[src/rtl/theremin_sensor_pkg.sv]
// Shared types for the theremin sensor path: the edge-measurement FSM states
// and the width of the sub-cycle edge position produced by the upstream detector.
package theremin_sensor_pkg;

   localparam int SUBCYCLE_BITS = 6;

   typedef enum logic [1:0] {
      WAIT_FIRST_RISE = 2'd0,
      WAIT_FALL       = 2'd1,
      WAIT_RISE       = 2'd2
   } meas_state_t;

endpackage

[src/rtl/edge_timestamp_counter.sv]
// Free-running parallel-cycle counter; ts is {cycle, sub-cycle bit} for the current cycle.
// Latency: ts is combinational from the registered count; no backpressure.
module edge_timestamp_counter
   import theremin_sensor_pkg::*;
#(
   parameter int COUNTER_BITS = 26
) (
   input  logic                                    clk,
   input  logic                                    rst_n,
   input  logic [SUBCYCLE_BITS-1:0]                changed_bit,
   output logic [COUNTER_BITS+SUBCYCLE_BITS-1:0]   ts
);

   logic [COUNTER_BITS-1:0] cyc;

   always_ff @(posedge clk or negedge rst_n) begin
      if (!rst_n) begin
         cyc <= '0;
      end else begin
         cyc <= cyc + 1'b1;
      end
   end

   // Uses the count before this cycle's increment.
   assign ts = {cyc, changed_bit};

endmodule

[src/rtl/edge_period_measure.sv]
// Rise-to-rise period and rise-to-fall high time from sub-cycle edge flags; 1 CLK flag-to-strobe, no backpressure.
// EDGE_PERIOD_MEASURE_TIMEOUT_EN adds STALLED and an edge-loss timeout that restarts the measurement.
module edge_period_measure
   import theremin_sensor_pkg::*;
#(
   parameter int COUNTER_BITS   = 26,
   parameter int TIMEOUT_CYCLES = 65535
) (
   input  logic                                    CLK,
   input  logic                                    RESETN,
   input  logic                                    CHANGED_FLAG,
   input  logic [SUBCYCLE_BITS-1:0]                CHANGED_BIT,
   output logic [COUNTER_BITS+SUBCYCLE_BITS-1:0]   PERIOD,
   output logic [COUNTER_BITS+SUBCYCLE_BITS-1:0]   HIGH_TIME,
   output logic                                    PERIOD_VALID
`ifdef EDGE_PERIOD_MEASURE_TIMEOUT_EN
   ,
   output logic                                    STALLED
`endif
);

   localparam int TS_W = COUNTER_BITS + SUBCYCLE_BITS;

   if (TIMEOUT_CYCLES < 1) begin : g_timeout_range
      $error("TIMEOUT_CYCLES must be at least 1");
   end

   logic [TS_W-1:0] ts;
   logic [TS_W-1:0] rise_ts;
   logic [TS_W-1:0] high_pend;
   meas_state_t     state;

`ifdef EDGE_PERIOD_MEASURE_TIMEOUT_EN
   logic [31:0]     to_cnt;
`endif

   edge_timestamp_counter #(
      .COUNTER_BITS (COUNTER_BITS)
   ) u_ts (
      .clk         (CLK),
      .rst_n       (RESETN),
      .changed_bit (CHANGED_BIT),
      .ts          (ts)
   );

   always_ff @(posedge CLK or negedge RESETN) begin
      if (!RESETN) begin
         state        <= WAIT_FIRST_RISE;
         rise_ts      <= '0;
         high_pend    <= '0;
         PERIOD       <= '0;
         HIGH_TIME    <= '0;
         PERIOD_VALID <= 1'b0;
`ifdef EDGE_PERIOD_MEASURE_TIMEOUT_EN
         to_cnt       <= '0;
         STALLED      <= 1'b0;
`endif
      end else begin
         PERIOD_VALID <= 1'b0;
         if (CHANGED_FLAG) begin
            // Differences are modular, so a counter wrap between edges is harmless.
            case (state)
               WAIT_FIRST_RISE: begin
                  rise_ts <= ts;
                  state   <= WAIT_FALL;
               end
               WAIT_FALL: begin
                  high_pend <= ts - rise_ts;
                  state     <= WAIT_RISE;
               end
               WAIT_RISE: begin
                  PERIOD       <= ts - rise_ts;
                  HIGH_TIME    <= high_pend;
                  PERIOD_VALID <= 1'b1;
                  rise_ts      <= ts;
                  state        <= WAIT_FALL;
               end
               default: state <= WAIT_FIRST_RISE;
            endcase
         end
`ifdef EDGE_PERIOD_MEASURE_TIMEOUT_EN
         // Only a measurement in progress can lose edges; an edge on the expiry cycle wins.
         if (CHANGED_FLAG) begin
            to_cnt  <= '0;
            STALLED <= 1'b0;
         end else if (state != WAIT_FIRST_RISE) begin
            if (to_cnt == 32'(TIMEOUT_CYCLES - 1)) begin
               to_cnt  <= '0;
               STALLED <= 1'b1;
               state   <= WAIT_FIRST_RISE;
            end else begin
               to_cnt <= to_cnt + 1'b1;
            end
         end
`endif
      end
   end

endmodule
[config.mk]
export PLATFORM = sky130hd
export DESIGN_NAME = edge_period_measure
export DESIGN_NICKNAME = d
export VERILOG_FILES = /design/src/rtl/theremin_sensor_pkg.sv /design/src/rtl/edge_timestamp_counter.sv /design/src/rtl/edge_period_measure.sv
export SDC_FILE = /design/constraint.sdc
export NUM_CORES = 1
export LEC_CHECK = 0
export ABC_AREA = 1
export CORE_MARGIN = 1.5
export CORE_UTILIZATION = 40
export CTS_CLUSTER_DIAMETER = 30
export DETAILED_ROUTE_END_ITERATION = 8
export SYNTH_ARGS = -nofsm -noshare
export SYNTH_HDL_FRONTEND = slang
export SYNTH_SLANG_ARGS = --single-unit
[constraint.sdc]
create_clock -name CLK -period 2.4 [get_ports CLK]
set_clock_uncertainty 0.15 [all_clocks]
set_input_delay 0.48 -clock CLK [delete_from_list [all_inputs] [get_ports CLK]]
set_output_delay 0.48 -clock CLK [all_outputs]
set_load 0.02 [all_outputs]
==> results by group <==
Timing
  • RSZ-0062 raised after global routing: false
  • Hold Vio Cnt, Final: 0
  • TNS Setup: 0 ps
  • Relative slew slack: 60.7%
  • Slew @ Worst Pin: 590 ps
  • Pins Over Slew Limit: 0
  • Tcrit/Tclk final: 91.1%
  • F_max: 0.457 GHz
  • Final min period: 2190 ps
  • Number of setup violations in the final report: 0

Global routing
  • Number of global-route vias before repair: 6816
  • Initial antenna violation count: 0
  • Largest net degree at the start of global routing: 65
  • Total track usage: 20.2%
  • Global-route wire length before repair: 34700 um
  • Grt total ovfl: 0

Route
  • DR WL/cell: 13.3 um
  • DRT iter0 DRCs: 320
  • Vias: 7112
  • Post-route antenna net violation count: 0
  • DR vias/cell: 4.62
  • First drt pass iteration count: 5
  • DRC viols: 0
  • Routed WL: 20600 um

Yosys
  • Mean post-synth cell area: 7.41 um^2
  • Post-synthesis mux area share: 0%
  • Syn. warnings: 0
  • Mapped Area: 0.00844 mm^2
  • Synth Area in Compound Gates: 5.34%
  • Post-synth net total: 1180
  • Gate Count Post-Synth: 1138
  • Largest family of logic cells by synthesized area: simple AND/OR/NAND/NOR gates
  • Adder-cell share of the synthesized area: 4.98%
  • Synthesis-stage register bit count: 157
  • Xor and xnor area share after synthesis: 3.94%
  • Post-Synth Simple-Gate Area: 30.2%
  • Synth cell types: 27
  • Seq/Total Area, Yosys: 46.6%

Finish
  • Layout cells sized above 1: 8.35%
  • Area grow syn2layout: 24.3%
  • Filler cell count: 2061
  • Final Cell Area: 0.0105 mm^2
  • Most common cell after layout, fill and taps aside: nand2_1
  • # diodes: 0
  • Most frequent cells in the layout: 468 x nand2_1, 171 x inv_1, 157 x dfrtp_1
  • Layout Nets: 1299

Run
  • Max-Cap Viols: 0

Setup path
  • CP endpoint kind: flop
  • Crit path max fanout: 3
  • Worst R2R Path Depth: 11
  • Arrival @ worst endpoint: 2360 ps
  • WP data required: 2570 ps
  • Crit path launch type: input pin
  • CP Class: input pin to flop

Power
  • Logic gate share of total power: 34.4%
  • Total power: 0.0102 W
  • PwrDens: 969 mW/mm^2
  • Internal power: 0.00656 W
  • Peak VDD IR: 0.459 mV
  • Part of the power in the clock network: 27.3%
  • Sequential Power Share: 38.3%
  • Net Sw Power: 0.00359 W
  • P_leak: 5.73 nW
  • Switching Share: 35.4%

Die
  • Boundary pin count: 74
  • FP Rows: 52
  • Die X: 148 um
  • Starting density of the core: 41.3%
  • Core box area: 0.0204 mm^2
  • Chip height: 148 um
  • Die footprint: 0.0220 mm^2

Clocking
  • Clk_lat worst skew: 430 ps
  • CTS tree: done
  • Setup bufs post-CTS: 0
  • Clock sinks: 157
  • H-tree depth: 4
  • Num CTS Buffers: 17
  • Clk pin slew, worst setup/hold paths: 70 ps
  • Root Driver: clkbuf_16
  • CTS Buffer Depth: 2

Placement
  • Detailed Place HPWL: 15700 um
  • IO buf count: 73
  • GPL Wtd Cong: 0.834
  • Placed cell area: 0.00986 mm^2

Worst hold path
  • HP Class: flop to flop
  • Hold path cells: 2

Status
  • Status: finished clean
## worst max-delay path: stages
cell,delay [ps]
clkdlybuf4s50_1,440
buf_4,150
ha_1,290
nand2_1,50
nor2_1,120
nand2_1,70
nand3_1,90
nand2_1,80
nand2_1,170
nand2_1,100
nand2_1,70
nand2_1,90
nand3_1,110
nand2_1,50
## sequential cells by signal, indices dropped and copies added (netlist names)
name	count
state	2
high_pend	32
PERIOD_VALID	1
u_ts.cyc	26
PERIOD	32
HIGH_TIME	32
rise_ts	32
## metal layers
layer / global-route usage [%] / vias to the layer above / routed length [um]
met1: 29.4 / 3230 / 10600
met4: 6.68 / 0 / 355
met2: 30.9 / 120 / 8900
li1: - / 3738 / -
met5: 0 / - / 0
met3: 2.88 / 24 / 665
## through the flow
stage          setup WS, ps  hold WS (ps)  utilization, %  instances
6_report                214           317            51.3       1540
5_1_grt                16.7           339            51.3       1540
4_1_cts                 107           325            51.2       1540
3_5_place_dp           -338           308            48.3       1507
3_3_place_gp           -306           304            48.3       1507
2_1_floorplan           285          34.4               -       1138
## cells by family after synthesis
family	after synthesis
xor gates and xnor gates	38
AOI/OAI and AO/OA	88
and+or+nand+nor	622
adders and majority gates	33
DFF	157
buffers and inverters	200
## path summary, 6_finish.rpt
path | from | end | slack [ps]
max in group asynchronous | RESETN | u_ts.cyc[23]$_DFF_PN0_ | 1000
min | HIGH_TIME[23]$_DFFE_PN0P_ | HIGH_TIME[23]$_DFFE_PN0P_ | 320
min reg2reg | HIGH_TIME[23]$_DFFE_PN0P_ | HIGH_TIME[23]$_DFFE_PN0P_ | 320
max | CHANGED_BIT[1] | high_pend[21]$_DFFE_PN0P_ | 210
max reg2reg | u_ts.cyc[8]$_DFF_PN0_ | high_pend[31]$_DFFE_PN0P_ | 220
min in group asynchronous | RESETN | HIGH_TIME[3]$_DFFE_PN0P_ | 450
## cells in the mapped netlist
cell type / count / area share, %
nand2_1: 470 / 21
inv_1: 172 / 7.7
dfrtp_1: 157 / 47
nand3_1: 70 / 4.2
o21ai_0: 63 / 3.7
nor2_1: 46 / 2.0
ha_1: 32 / 4.7
a21oi_1: 21 / 1.2
xnor2_1: 21 / 2.2
clkbuf_1: 18 / 0.80
xor2_1: 17 / 1.8
nand4_1: 12 / 0.89
nor3_1: 6 / 0.36
buf_2: 4 / 0.24
nor2_4: 4 / 0.53
buf_1: 3 / 0.13
inv_2: 3 / 0.13
nand3_2: 3 / 0.36
nor4_1: 3 / 0.22
o21bai_1: 3 / 0.27
nand2_4: 2 / 0.27
nand3b_1: 2 / 0.18
nor2_2: 2 / 0.15
a21o_1: 1 / 0.089
fa_1: 1 / 0.24
nand2_2: 1 / 0.074
or2_2: 1 / 0.074
## final cells by class
cell class / instances / area [um^2] / area share [%]
sequential: 157 / 3930 / 37.5
multi-input combinational: 781 / 3770 / 36.0
timing repair buffer: 125 / 1190 / 11.3
inverter: 175 / 657 / 6.27
clock buffer: 18 / 429 / 4.09
tap: 270 / 338 / 3.22
clock inverter: 14 / 169 / 1.61
## timing repair
item	4_1_cts	5_1_grt
gates resized for setup	0	7
endpoints found under the hold margin	53	0
endpoints found under the setup margin	0	19
hold buffers	1	0
## power groups by stage
stage	combinational (W)	clock, W	sequential [W]
floorplan	0.00124	0	0.00447
global placement	0.00348	0	0.00392
detailed placement	0.00352	0	0.00394
CTS	0.00353	0.00283	0.00390
global route	0.00389	0.00295	0.00398
finish	0.00349	0.00277	0.00389
Power figures use the tool's default switching activity.
